--- src/rtl/mips_prog_loader_if.sv ---
// Host byte stream and pipeline memory write port of the program loader.
interface mips_prog_loader_if #(
  parameter int ADDR_W = 10
);
  logic [7:0]        in_data;
  logic              in_valid;
  logic              in_ready;
  logic              mem_we;
  logic [ADDR_W-1:0] mem_addr;
  logic [31:0]       mem_wdata;

  // Host / testbench side: drives bytes, observes the handshake and the writes.
  modport master (
    output in_data, in_valid,
    input  in_ready, mem_we, mem_addr, mem_wdata
  );

  // Loader side.
  modport slave (
    input  in_data, in_valid,
    output in_ready, mem_we, mem_addr, mem_wdata
  );
endinterface

--- src/rtl/mips_prog_loader.sv ---
// Byte-serial program loader: framed host bytes -> big-endian instruction
// words written to pipeline memory from address 0, then a start pulse, then
// wait for the processor to halt.
//
// state  | meaning
// -------+-----------------------------------------------------------
// IDLE   | hunt for the sync byte, other bytes dropped
// LEN_HI | receive high byte of the word count N
// LEN_LO | receive low byte of N and decide empty / too long / load
// BYTE   | receive 4 bytes of the next word, MSB first
// WRITE  | single memory write cycle, word_cnt advances
// START  | single cpu_start pulse
// RUN    | wait for cpu_halted
// ERR    | frame too long; swallow bytes until reset
module mips_prog_loader #(
  parameter int          ADDR_W    = 10,
  parameter logic [7:0]  SYNC_BYTE = 8'hA5
) (
  input  logic                clk1,
  input  logic                rst_n,
  mips_prog_loader_if.slave   host,
  output logic                cpu_start,
  input  logic                cpu_halted,
  output logic                busy,
  output logic                error,
  output logic [ADDR_W:0]     word_cnt
);

  typedef enum logic [2:0] {
    IDLE, LEN_HI, LEN_LO, BYTE, WRITE, START, RUN, ERR
  } state_t;

  state_t          state, state_nxt;
  logic [7:0]      len_hi;
  logic [15:0]     len;
  logic [23:0]     shreg;
  logic [1:0]      byte_idx;
  logic            acc;
  logic [15:0]     len_rx;
  logic            len_too_big;
  logic [ADDR_W:0] cnt_inc;

  // in_ready is registered from the next state, so it always reflects the
  // current state and a byte is never taken in WRITE, START or RUN.
  assign acc         = host.in_valid & host.in_ready;
  assign len_rx      = {len_hi, host.in_data};
  assign len_too_big = 32'(len_rx) > (32'd1 << ADDR_W);
  assign cnt_inc     = word_cnt + {{ADDR_W{1'b0}}, 1'b1};

  // State register.
  always_ff @(posedge clk1) begin
    if (!rst_n) state <= IDLE;
    else        state <= state_nxt;
  end

  // Next-state decode.
  always_comb begin
    state_nxt = state;
    unique case (state)
      IDLE:   if (acc && host.in_data == SYNC_BYTE) state_nxt = LEN_HI;
      LEN_HI: if (acc) state_nxt = LEN_LO;
      LEN_LO: begin
        if (acc) begin
          if (len_rx == 16'd0)  state_nxt = START;
          else if (len_too_big) state_nxt = ERR;
          else                  state_nxt = BYTE;
        end
      end
      BYTE:   if (acc && byte_idx == 2'd3) state_nxt = WRITE;
      WRITE:  state_nxt = (32'(cnt_inc) == 32'(len)) ? START : BYTE;
      START:  state_nxt = RUN;
      RUN:    if (cpu_halted) state_nxt = IDLE;
      ERR:    state_nxt = ERR;
      default: state_nxt = IDLE;
    endcase
  end

  // Registered status/strobe outputs, decoded from the state being entered.
  always_ff @(posedge clk1) begin
    if (!rst_n) begin
      host.in_ready <= 1'b1;
      host.mem_we   <= 1'b0;
      cpu_start     <= 1'b0;
      busy          <= 1'b0;
      error         <= 1'b0;
    end else begin
      host.in_ready <= (state_nxt != WRITE) && (state_nxt != START) &&
                       (state_nxt != RUN);
      host.mem_we   <= (state_nxt == WRITE);
      cpu_start     <= (state_nxt == START);
      busy          <= (state_nxt != IDLE) && (state_nxt != ERR);
      error         <= (state_nxt == ERR);
    end
  end

  // Datapath: length capture, word assembly, write address/data, word count.
  always_ff @(posedge clk1) begin
    if (!rst_n) begin
      len_hi         <= '0;
      len            <= '0;
      shreg          <= '0;
      byte_idx       <= '0;
      word_cnt       <= '0;
      host.mem_addr  <= '0;
      host.mem_wdata <= '0;
    end else begin
      unique case (state)
        IDLE:   if (acc && host.in_data == SYNC_BYTE) word_cnt <= '0;
        LEN_HI: if (acc) len_hi <= host.in_data;
        LEN_LO: begin
          if (acc) begin
            len      <= len_rx;
            byte_idx <= '0;
          end
        end
        BYTE: begin
          if (acc) begin
            shreg    <= {shreg[15:0], host.in_data};
            byte_idx <= byte_idx + 2'd1;
            // Last byte: present the full word to memory in the WRITE cycle.
            if (byte_idx == 2'd3) begin
              host.mem_addr  <= word_cnt[ADDR_W-1:0];
              host.mem_wdata <= {shreg, host.in_data};
            end
          end
        end
        WRITE:  word_cnt <= cnt_inc;
        default: ;
      endcase
    end
  end

endmodule

--- src/flat_wrapper.sv ---
// flat-port wrapper written by rule: the top's interface ports become plain ports
module mips_prog_loader_flat 
#(
  parameter int          ADDR_W    = 10,
  parameter logic [7:0]  SYNC_BYTE = 8'hA5
)
  (clk1, rst_n, cpu_start, cpu_halted, busy, error, word_cnt, host_in_data, host_in_valid, host_in_ready, host_mem_we, host_mem_addr, host_mem_wdata);
  mips_prog_loader_if #(.ADDR_W(ADDR_W)) host_i ();
  input  logic clk1;
  input  logic rst_n;
  output logic cpu_start;
  input  logic cpu_halted;
  output logic busy;
  output logic error;
  output logic [ADDR_W:0] word_cnt;
  input wire logic [$bits(host_i.in_data)-1:0] host_in_data;
  input wire logic [$bits(host_i.in_valid)-1:0] host_in_valid;
  output wire logic [$bits(host_i.in_ready)-1:0] host_in_ready;
  output wire logic [$bits(host_i.mem_we)-1:0] host_mem_we;
  output wire logic [$bits(host_i.mem_addr)-1:0] host_mem_addr;
  output wire logic [$bits(host_i.mem_wdata)-1:0] host_mem_wdata;
  assign host_i.in_data = host_in_data;
  assign host_i.in_valid = host_in_valid;
  assign host_in_ready = host_i.in_ready;
  assign host_mem_we = host_i.mem_we;
  assign host_mem_addr = host_i.mem_addr;
  assign host_mem_wdata = host_i.mem_wdata;
  mips_prog_loader #(.ADDR_W(ADDR_W), .SYNC_BYTE(SYNC_BYTE)) u_core (.clk1(clk1), .rst_n(rst_n), .host(host_i), .cpu_start(cpu_start), .cpu_halted(cpu_halted), .busy(busy), .error(error), .word_cnt(word_cnt));
endmodule
--- config.mk ---
export PLATFORM = sky130hd
export DESIGN_NAME = mips_prog_loader_flat
export DESIGN_NICKNAME = d
export VERILOG_FILES = /design/src/rtl/mips_prog_loader_if.sv /design/src/rtl/mips_prog_loader.sv /design/src/flat_wrapper.sv
export SDC_FILE = /design/constraint.sdc
export NUM_CORES = 1
export LEC_CHECK = 0
export BUFFER_PORTS_ARGS = -buffer_cell sky130_fd_sc_hd__buf_2
export CAP_MARGIN = 20
export CORE_MARGIN = 3
export CORE_UTILIZATION = 55
export CTS_BUF_LIST = sky130_fd_sc_hd__clkbuf_4 sky130_fd_sc_hd__clkbuf_8
export DETAILED_ROUTE_END_ITERATION = 16
export HOLD_SLACK_MARGIN = 0.1
export PLACE_DENSITY = 0.77
export RECOVER_POWER = 100
export SLEW_MARGIN = 25
export SYNTH_ARGS = -nofsm -noshare
export SYNTH_HDL_FRONTEND = slang
export SYNTH_SLANG_ARGS = --single-unit
--- constraint.sdc ---
create_clock -name clk1 -period 2.7 [get_ports clk1]
set_input_delay 0.135 -clock clk1 [delete_from_list [all_inputs] [get_ports clk1]]
set_output_delay 0.135 -clock clk1 [all_outputs]
set_load 0.02 [all_outputs]
==> impl_results.md <==
- Top post-synthesis cells by count: nand2_1 (163), dfxtp_1 (111), a21boi_0 (69)
- # diodes: 0
- Die Ht: around 100 um
- GR Overflow Total: 0
- Slowest stage delay, CP: slightly above 0.6 ns
- WL/cell: 15.7 um
- Max frequency: between 300 and 400 MHz
- I/O pin count: 70
- Gp weighted congestion: 0.957
- Num CTS Buffers: 9
- Top cells by area, synth: dfxtp_1 (46%), nand2_1 (13%), a21boi_0 (11%)
- Vias per cell: 5.52
- CTS Hold Bufs: 8
- Cell leakage power: 1.75 nW
- Multi-input logic area: 2440 um2
- Final Cycle Share: approximately 100%
- Worst-path clk slew: 0.11 ns
- Share of cells above drive strength 1: 7.69%
- # fillers: 760
- Synth cell types: 62
- Synthesized area: 4880 um2
- Setup crit start kind: input pin
- Dpl hpwl: 7910 um
- Cell area power density: 513 nW/um2
- Post CTS Setup Buffer Count: 0
- Core Rows: 33
- Met2 WL: 5520 um
- Final wirelength: 11400 um
- Final Critical Period: 2.65 ns
- DR pass1 iterations: 4
- Final setup fails: 0
- Met3 WL: 625 um
- Crit-path max FO: 6
- Status: finished clean
- Uppermost layer routed: met4
- Number of global-route vias before repair: 3814
- Syn Nets: 574
- Mapped Cells: 560
- Worst-Margin Slew: 1.04 ns
- TNS Setup: 0 ns
- Tot GR Track Use: 22.9%
- Die Area: around 10000 um2
- Critical path required time: 2.96 ns
- Synthesized flop and latch total: 111
- Max-cap violations: 0
- CTS tree: done
- RSZ-0062 raised after global routing: no
- Core Region: between 8000 and 9000 um2
- Async S/R FF share, synth: 0%
- Primary FF master, synth: dfxtp_1
- Sequential Area: 2220 um2
- Die X: 100 um
- Post-synth EDFFs: 0
- Port bufs: 69
- Crit end category: register
- Initial Util: 58.0%
- Util after Layout: roughly 64%
- Crit-path cells: dlygate4sd3_1 -> clkbuf_1 -> or4_1 -> nor4_4 -> mux2i_1 -> a21oi_1 -> nand3b_1 -> a221o_1
- Clock root cell: clkbuf_8
- Number of buffers and inverters on the critical path: 2
- Net count, final: 633
- Sequential share of the synthesized area: 45.5%
- DRC viols: 0
- Clk sinks: about 110
- Post-route ant nets: 0
- # resized after CTS: 0
- IR drop worst, VDD: about 0.32 mV
- Antenna violations before repair: 0
- Latest clock arrival within the worst-skew pair: 0.38 ns
- Largest delay share family, worst path: simple AND/OR/NAND/NOR gates
- Hold Crit Class: in2reg
- H-tree depth: 3
- Via count: 4022
- Area delta synth->final: 11.1%
- Count leader, synth: nand2_1
- CTS max path bufs: 2
- Synth area leader: dfxtp_1
- First-pass GRT wire length: between 15000 and 20000 um
- Hold Fails Final Rpt: 0
- Wire length on met1: 5130 um
- Slew margin rel.: 30.7%
- Syn avg cell area: approximately 8.7 um2
- Largest net degree at the start of global routing: 90
- Yosys Warn Count: 0
- Post-Route Skew: 0.0171 ns
- Crit Path Category: in2reg
- Critical-path top delay cell: or4_1
- Post-synth top area share: 45.5%
- Final Max Slew Viols: 0
- WP data arrival: 2.91 ns
- Starting DRC count in detailed routing: roughly 290
==> logic make-up after synthesis <==
group | after synthesis | synth area share [%]
DFF | 111 | 45.5
and+or+nand+nor | 250 | 24.2
adders and majority gates | 2 | 0.512
muxes | 26 | 5.33
AOI/OAI and AO/OA | 114 | 17.4
xor gates and xnor gates | 16 | 2.87
buffers and inverters | 41 | 4.20
==> through the flow <==
step	worst slack, ns	power [W]	hold WS [ns]	std cells	instance area [um2]
after global placement	0.358	0.00174	0.439	705	5240
after floorplan	0.316	0.00172	0.280	560	4880
final	0.0538	0.00278	0.181	729	5420
after CTS	0.177	0.00280	0.173	729	5530
after global routing	0.00601	0.00286	0.195	729	5420
after detailed placement	0.212	0.00174	0.449	705	5240
==> per-layer routing <==
metal	vias up	track usage, %
met5	-	0
met4	0	6.94
met3	14	4.59
met2	105	37.4
met1	1891	30.8
li1	2012	-
==> path summary, 6_finish.rpt <==
kind / start / endpoint / slack [ns] / cells after the start
worst min-delay path: rst_n / u_core.word_cnt[9] / 0.18 / 3
worst min register to register: u_core.host.mem_wdata[16] / u_core.host.mem_wdata[16] / 0.47 / 2
worst max-delay path: host_in_data[1] / u_core.host.in_ready / 0.05 / 8
worst max register to register: u_core.word_cnt[1] / u_core.host.in_ready / 0.15 / 7
==> worst reg2reg max path, cell delays in order (launching register included) <==
cell and delay [ns]:
dfxtp_1 0.50, ha_1 0.34, and4_1 0.28, nand4_2 0.17, or3b_2 0.51, a21oi_1 0.20, nand2_1 0.10, a221o_1 0.34
==> area by class of cell <==
cell class / instances / area share (%)
Clock buffer: 10 / 2.42
Clock inverter: 6 / 1.59
Sequential cell: 111 / 41.0
Timing Repair Buffer: 86 / 7.43
Tap cell: 105 / 2.42
Multi-Input combinational cell: 408 / 44.9
Inverter: 3 / 0.208
==> state kept, by name (all words and copies together), names as in the netlist, 2 cells and up <==
| name | flops |
|---|---|
| u_core.word_cnt | 11 |
| u_core.len | 16 |
| u_core.host.mem_wdata | 32 |
| u_core.len_hi | 8 |
| u_core.state | 3 |
| u_core.byte_idx | 2 |
| u_core.shreg | 24 |
| u_core.host.mem_addr | 10 |
==> report_power, final <==
group          internal [W]  leakage [nW]  total (W)  switching [W]
Clock              0.000466         0.111    0.00107       0.000609
Combinational     0.0000345         0.748  0.0000724      0.0000378
Sequential          0.00164         0.894    0.00164    0.000000284
==> cell usage in the layout, fill, tap and decap left out, types with 3 or more instances in the layout <==
master         count
a21boi_0          69
a21oi_1            8
a31oi_1            4
and2_1             5
buf_2             10
buf_4              4
clkbuf_1          62
clkbuf_8           9
dfxtp_1          111
dlygate4sd3_1      8
inv_1              3
mux2i_1           26
nand2_1          163
nand3_1            4
nand4_1            4
nor2_1            12
nor2b_1           26
nor3_1             7
o21ai_0           14
or2_2              3
or3_1              4
or4_1              4
xnor2_1           13
xor2_1             3
(Power assumes the default switching activity.)
